**src/rtl/pe_lane_pkg.sv**
```systemverilog
// Shared configuration for pe_lane: default datapath sizes (PECfg) and the
// control-side state/config types (PECtlCfg).
package PECfg;
    localparam int DEF_ROWS    = 4;
    localparam int DEF_DWD     = 8;
    localparam int DEF_PSUMDWD = 24;
    localparam int DEF_WDEPTH  = 8;
endpackage

package PECtlCfg;
    // Latched K is held at a fixed width wide enough for any WDEPTH up to 255.
    localparam int K_MAXW = 8;

    typedef enum logic [2:0] {
        IDLE,
        WLOAD,
        ACC,
        CHAIN,
        OUT
    } pe_state_t;

    typedef struct packed {
        logic [K_MAXW-1:0] k;
        logic              chain;
    } lane_cfg_t;
endpackage

```
**src/rtl/pe_lane_mac.sv**
```systemverilog
// One psum row: signed multiply-accumulate, or psum add on the chain beat.
// Saturating accumulation is enabled by defining PE_LANE_SAT_EN; otherwise sums wrap.
module pe_lane_mac #(
    parameter int DWD     = 8,
    parameter int PSUMDWD = 24
) (
    input  logic                      clk,
    input  logic                      rst,
    input  logic                      clr,
    input  logic                      mac_en,
    input  logic                      add_en,
    input  logic signed [DWD-1:0]     in_a,
    input  logic signed [DWD-1:0]     in_w,
    input  logic signed [PSUMDWD-1:0] psum_in,
    output logic signed [PSUMDWD-1:0] acc
);
    localparam logic signed [PSUMDWD-1:0] PSUM_MAX = {1'b0, {(PSUMDWD-1){1'b1}}};
    localparam logic signed [PSUMDWD-1:0] PSUM_MIN = {1'b1, {(PSUMDWD-1){1'b0}}};

    logic signed [2*DWD-1:0]   prod;
    logic signed [PSUMDWD:0]   addend;
    logic signed [PSUMDWD:0]   sum;
    logic signed [PSUMDWD-1:0] acc_next;

    assign prod = in_a * in_w;

    // One guard bit exposes overflow so the saturating build can clamp.
    always_comb begin
        addend = add_en ? {psum_in[PSUMDWD-1], psum_in} : (PSUMDWD+1)'(prod);
        sum    = {acc[PSUMDWD-1], acc} + addend;
`ifdef PE_LANE_SAT_EN
        if (sum[PSUMDWD] != sum[PSUMDWD-1])
            acc_next = sum[PSUMDWD] ? PSUM_MIN : PSUM_MAX;
        else
            acc_next = sum[PSUMDWD-1:0];
`else
        acc_next = sum[PSUMDWD-1:0];
`endif
    end

    always_ff @(posedge clk or posedge rst) begin
        if (rst)
            acc <= '0;
        else if (clr)
            acc <= '0;
        else if (mac_en || add_en)
            acc <= acc_next;
    end
endmodule

```
**src/rtl/pe_lane.sv**
```systemverilog
// Processing-element lane: loads K weight columns, accumulates K broadcast inputs
// across ROWS psums, optionally adds an upstream psum, then presents the result.
// Optional build macro: PE_LANE_SAT_EN (saturating accumulation).
module pe_lane
    import PECtlCfg::*;
#(
    parameter int ROWS    = PECfg::DEF_ROWS,
    parameter int DWD     = PECfg::DEF_DWD,
    parameter int PSUMDWD = PECfg::DEF_PSUMDWD,
    parameter int WDEPTH  = PECfg::DEF_WDEPTH,
    localparam int KW     = $clog2(WDEPTH + 1)
) (
    input  logic                              i_clk,
    input  logic                              i_rst,
    input  logic                              i_start,
    input  logic [KW-1:0]                     i_K,
    input  logic                              i_chain,
    input  logic                              Weight_rdy,
    output logic                              Weight_ack,
    input  logic [ROWS-1:0][DWD-1:0]          i_Weight,
    input  logic                              Input_rdy,
    output logic                              Input_ack,
    input  logic [DWD-1:0]                    i_Input,
    input  logic                              LPE_rdy,
    output logic                              LPE_ack,
    input  logic [ROWS-1:0][PSUMDWD-1:0]      i_Psum_LPE,
    output logic                              POUT_rdy,
    input  logic                              POUT_ack,
    output logic [ROWS-1:0][PSUMDWD-1:0]      o_Psum,
    output logic                              o_busy,
    output logic                              o_err
);
    localparam int AW = (WDEPTH > 1) ? $clog2(WDEPTH) : 1;

    pe_state_t         state_reg;
    lane_cfg_t         cfg_reg;
    logic [K_MAXW-1:0] col_reg;

    logic k_valid;
    logic last_col;
    logic w_beat;
    logic in_beat;
    logic lpe_beat;
    logic acc_clr;

    assign k_valid  = (i_K != '0) && (i_K <= KW'(WDEPTH));
    assign last_col = (col_reg == cfg_reg.k - K_MAXW'(1));
    assign w_beat   = (state_reg == WLOAD) && Weight_rdy && Weight_ack;
    assign in_beat  = (state_reg == ACC)   && Input_rdy  && Input_ack;
    assign lpe_beat = (state_reg == CHAIN) && LPE_rdy    && LPE_ack;
    assign acc_clr  = (state_reg == IDLE)  && i_start    && k_valid;

    // Ack/rdy/busy are registered and updated on the same edges as the state.
    always_ff @(posedge i_clk or posedge i_rst) begin
        if (i_rst) begin
            state_reg  <= IDLE;
            cfg_reg    <= '0;
            col_reg    <= '0;
            Weight_ack <= 1'b0;
            Input_ack  <= 1'b0;
            LPE_ack    <= 1'b0;
            POUT_rdy   <= 1'b0;
            o_busy     <= 1'b0;
            o_err      <= 1'b0;
        end else begin
            o_err <= 1'b0;
            case (state_reg)
                IDLE: begin
                    if (i_start) begin
                        if (k_valid) begin
                            cfg_reg    <= '{k: K_MAXW'(i_K), chain: i_chain};
                            col_reg    <= '0;
                            state_reg  <= WLOAD;
                            Weight_ack <= 1'b1;
                            o_busy     <= 1'b1;
                        end else begin
                            o_err <= 1'b1;
                        end
                    end
                end
                WLOAD: begin
                    if (w_beat) begin
                        if (last_col) begin
                            col_reg    <= '0;
                            state_reg  <= ACC;
                            Weight_ack <= 1'b0;
                            Input_ack  <= 1'b1;
                        end else begin
                            col_reg <= col_reg + K_MAXW'(1);
                        end
                    end
                end
                ACC: begin
                    if (in_beat) begin
                        if (last_col) begin
                            col_reg   <= '0;
                            Input_ack <= 1'b0;
                            if (cfg_reg.chain) begin
                                state_reg <= CHAIN;
                                LPE_ack   <= 1'b1;
                            end else begin
                                state_reg <= OUT;
                                POUT_rdy  <= 1'b1;
                            end
                        end else begin
                            col_reg <= col_reg + K_MAXW'(1);
                        end
                    end
                end
                CHAIN: begin
                    if (lpe_beat) begin
                        LPE_ack   <= 1'b0;
                        POUT_rdy  <= 1'b1;
                        state_reg <= OUT;
                    end
                end
                OUT: begin
                    if (POUT_ack) begin
                        POUT_rdy  <= 1'b0;
                        o_busy    <= 1'b0;
                        state_reg <= IDLE;
                    end
                end
                default: state_reg <= IDLE;
            endcase
        end
    end

    genvar gi;
    generate
        for (gi = 0; gi < ROWS; gi++) begin : g_row
            logic signed [DWD-1:0]     wmem [WDEPTH];
            logic signed [DWD-1:0]     w_rd;
            logic signed [PSUMDWD-1:0] acc;

            // Weight store is not reset; it is always rewritten before use.
            always_ff @(posedge i_clk) begin
                if (w_beat)
                    wmem[col_reg[AW-1:0]] <= i_Weight[gi];
            end

            assign w_rd = wmem[col_reg[AW-1:0]];

            pe_lane_mac #(
                .DWD     (DWD),
                .PSUMDWD (PSUMDWD)
            ) u_mac (
                .clk     (i_clk),
                .rst     (i_rst),
                .clr     (acc_clr),
                .mac_en  (in_beat),
                .add_en  (lpe_beat),
                .in_a    (i_Input),
                .in_w    (w_rd),
                .psum_in (i_Psum_LPE[gi]),
                .acc     (acc)
            );

            assign o_Psum[gi] = acc;
        end
    endgenerate
endmodule

```
**config.mk**
```make
export PLATFORM = sky130hd
export DESIGN_NAME = pe_lane
export DESIGN_NICKNAME = d
export VERILOG_FILES = /design/src/rtl/pe_lane_pkg.sv /design/src/rtl/pe_lane_mac.sv /design/src/rtl/pe_lane.sv
export SDC_FILE = /design/constraint.sdc
export NUM_CORES = 1
export LEC_CHECK = 0
export BUFFER_PORTS_ARGS = -buffer_cell sky130_fd_sc_hd__buf_2
export CORE_ASPECT_RATIO = 1.4
export CORE_MARGIN = 2
export CORE_UTILIZATION = 45
export CTS_BUF_LIST = sky130_fd_sc_hd__clkbuf_4 sky130_fd_sc_hd__clkbuf_8
export DETAILED_ROUTE_END_ITERATION = 12
export GPL_TIMING_DRIVEN = 0
export SLEW_MARGIN = 20
export SYNTH_ARGS = -nofsm -noshare
export SYNTH_HDL_FRONTEND = slang
export SYNTH_SLANG_ARGS = --single-unit
```
**constraint.sdc**
```tcl
create_clock -name i_clk -period 12.55 [get_ports i_clk]
set_input_delay 2.51 -clock i_clk [delete_from_list [all_inputs] [get_ports i_clk]]
set_output_delay 2.51 -clock i_clk [all_outputs]
set_load 0.01 [all_outputs]
```
==> summary.md <==
* status: complete, no violations
* global router's overall resource usage: 26.5%
* fraction of the yosys area taken by sequential cells: 36.6%
* Final setup violation count: 0
* fill count: 5937
* Clock Pin Slew Worst Setup and Hold Paths: 0.07 ns
* largest net degree at the start of global routing: 89
* Final TNS setup: 0 ns
* ratio of total power to cell area: 142 mW/mm2
* length in cells of the worst reg-to-reg path: 33
* synthesized net count: 3417
* cts-stage hold buffer count: 0
* number of synthesized flops with an enable pin: 256
* Synth Warn #: 0
* number of buffers and inverters on the critical path: 7
* final net count: 3747
* Final Routed Wirelength: 87900 um
* element type at the critical path end: flip-flop
* cell accounting for the most synthesized area: sky130_fd_sc_hd__edfxtp_1
* maximum net fanout on the critical path: 10
* Cell Area, Synth: 0.0290 mm2
* Worst setup SP type: flip-flop
* cell count after synthesis: 2835
* maximum buffer depth of the clock tree: 3
* # clock sinks: 374
* final critical path time including I/O delays and setup: 10.20 ns
* Worst Hold Path Cells: 1
* die width: 219 um
* Setup CP Type: flip-flop to flip-flop
* count of instances resized after the clock tree is built: 0
* fin crit share: 81.3%
* worst hold path class: flip-flop to flip-flop
* clock skew after layout: 0.0463 ns
* initial antenna violation count: 12
* area of combinational cells with multiple inputs: 0.0166 mm2
* utilization of the core after routing: 51.5%
* wire length on met3: 4910 um
* number of buffers created by CTS: 61
* met2 WL: 45900 um
* clk_lat worst skew: 0.71 ns
* number of cells on the critical path: 33
* setup bufs post-CTS: 0
* CTS tree: yes
* Pleak: 14.7 nW
* half-perimeter wire length after placement: 68600 um
* CTS H-tree depth: 2
* Crit path largest cell delay: 0.61 ns
* total non-filler cell area in the finished layout: 0.0330 mm2
* layout overhead on the synthesized area: 13.6%
* DR top layer: met5
* per-instance average area after synthesis: 10.2 um2
* vias per std cell: 5.50
* Wirelength per Cell: 21.6 um
* required time of the critical path: 13.15 ns
* total cell area at the placement stage: 0.0316 mm2
* weighted congestion reported at the end of routability-driven placement: 0.944
* total vias in the final route: 22400
* total gr overflow: 0
* Max Freq: 98.1 MHz
* share of synthesized flip-flops with an asynchronous set or reset: 31.6%
* # port buffers: 248
* layout cell share with drive strength beyond 1: 13.6%
* area of all sequential standard cells: 0.0106 mm2
* final antenna-violating net count: 0
* headroom to the max-slew limit: 27.1%
* number of placement rows: 110
* wl on met1: 33700 um
* main area contributors after synthesis: sky130_fd_sc_hd__edfxtp_1 (26%), sky130_fd_sc_hd__fa_1 (15%), sky130_fd_sc_hd__dfrtp_1 (10%)
* cell family with most CP delay: adder cells
* master of the slowest instance on the critical path: sky130_fd_sc_hd__clkbuf_1
* unrepaired setup endpoints after global routing: no
* Cell variety after synth: 72
* arrival time at the worst endpoint: 10.80 ns
* die area: 0.0666 mm2
* root buffer cell: sky130_fd_sc_hd__clkbuf_8
* final-report max-slew violation count: 0
* share of the synthesized area in the top cell type: 26.5%
* starting density of the core: 45.3%
* max FFs per register: 256
* most instantiated flip-flop cell in the synthesis netlist: sky130_fd_sc_hd__edfxtp_1
* global-route wire length before repair: 134000 um
* worst supply voltage drop on vdd: 0.110 mV
* I/O pin cnt: 250
* count of maximum capacitance violations: 0
* DRC errors left: 0
* vias in the first global route: 23400
* count of TritonRoute iterations in the first routing pass: 5
* Chip Height: 305 um
* flop and latch count out of synthesis: 374
* DRC marker count from the first detailed-route iteration: 1341
* worst-margin pin slew: 1.09 ns
* Hold Vio Cnt, Final: 0
* placeable core region: 0.0641 mm2
## cells in the final DEF (no fill, tap or decap), drive strengths merged, types with 13 or more instances in the layout
cell | Yosys | final
a21oi | 135 | 135
o21a | 40 | 40
clkinv | 0 | 32
clkbuf | 89 | 158
fa | 224 | 224
ha | 210 | 210
o22ai | 51 | 51
and3 | 24 | 24
inv | 377 | 382
a21o | 33 | 33
nand2 | 270 | 270
nor3 | 34 | 34
nand4 | 18 | 18
xnor2 | 92 | 92
xor2 | 59 | 59
a221oi | 13 | 13
nor2b | 131 | 131
edfxtp | 256 | 256
buf | 25 | 292
nand2b | 30 | 30
a22o | 14 | 14
nor2 | 135 | 135
o21ai | 121 | 121
mux4 | 16 | 16
nand3 | 26 | 26
dfrtp | 118 | 118
a22oi | 74 | 74
a31oi | 14 | 14
o21bai | 28 | 28
and2 | 53 | 53
## report_power, final
part           leakage [nW]  switching, mW  internal (mW)
registers              3.88              0           1.32
logic                  10.1           1.26          0.908
clock network         0.700          0.543          0.654
total                  14.7           1.81           2.88
## final timing paths
kind | startpoint | endpoint | slack [ns]
min in group asynchronous | i_rst | g_row[1].u_mac.acc[17] | 1.75
min reg2reg | o_busy | o_busy | 0.50
max reg2reg | col_reg[1] | g_row[2].u_mac.acc[23] | 2.35
max | col_reg[1] | g_row[2].u_mac.acc[23] | 2.35
max in group asynchronous | i_rst | g_row[3].u_mac.acc[17] | 9.96
min | o_busy | o_busy | 0.50
## area by class of cell
class	count	share of cell area (%)
sequential	374	32.2
clock buffer	69	2.73
multi-input combinational	1970	50.3
buffer	114	1.35
timing repair buffer	267	4.48
clock inverter	46	1.35
antenna	5	0.0379
inverter	377	4.31
tap	840	3.18
## per-layer routing
layer | vias to the layer above | track usage [%]
met4 | 12 | 9.90
li1 | 10400 | -
met2 | 682 | 48.6
met1 | 11100 | 30.5
met5 | - | 0
met3 | 188 | 4.54
## synth_stat cells, drive strengths merged, types with 9 or more instances
cell type    n
mux2i       12
dfrtp      118
nor2       135
nor3        34
edfxtp     256
o211ai       9
xnor2       92
nand3       26
a21o        33
o21ai      121
a21oi      135
xor2        59
nand2b      30
and2        53
ha         210
fa         224
o21a        40
o31ai       11
nor2b      131
a31oi       14
mux4        16
a211oi      11
buf         25
and3        24
inv        377
nand2      270
a221oi      13
o21bai      28
a22oi       74
o22ai       51
or2         10
clkbuf      89
nand4       18
a22o        14
## kinds of logic (layout without fill, tap and decap cells)
group / Yosys count / count (layout) / synth area share [%]
and+or+nand+nor: 759 / 759 / 12.7
adders and majority gates: 434 / 434 / 24.5
DFF: 374 / 374 / 36.6
buffers and inverters: 491 / 873 / 6.40
muxes: 32 / 32 / 1.81
other: 0 / 5 / 0
xor gates and xnor gates: 151 / 151 / 4.55
AOI/OAI and AO/OA: 594 / 594 / 13.4
## stage by stage
stage	hold WS [ns]	setup WS, ns	std cells	total power, mW
after floorplan	0.470	3.88	2835	2.99
after global placement	0.460	2.11	3923	3.46
after detailed placement	0.481	1.99	3942	3.50
after CTS	0.496	2.40	4057	4.71
after global routing	0.507	1.91	4059	5.01
final	0.496	2.35	4062	4.69
Power figures use the tool's default switching activity.
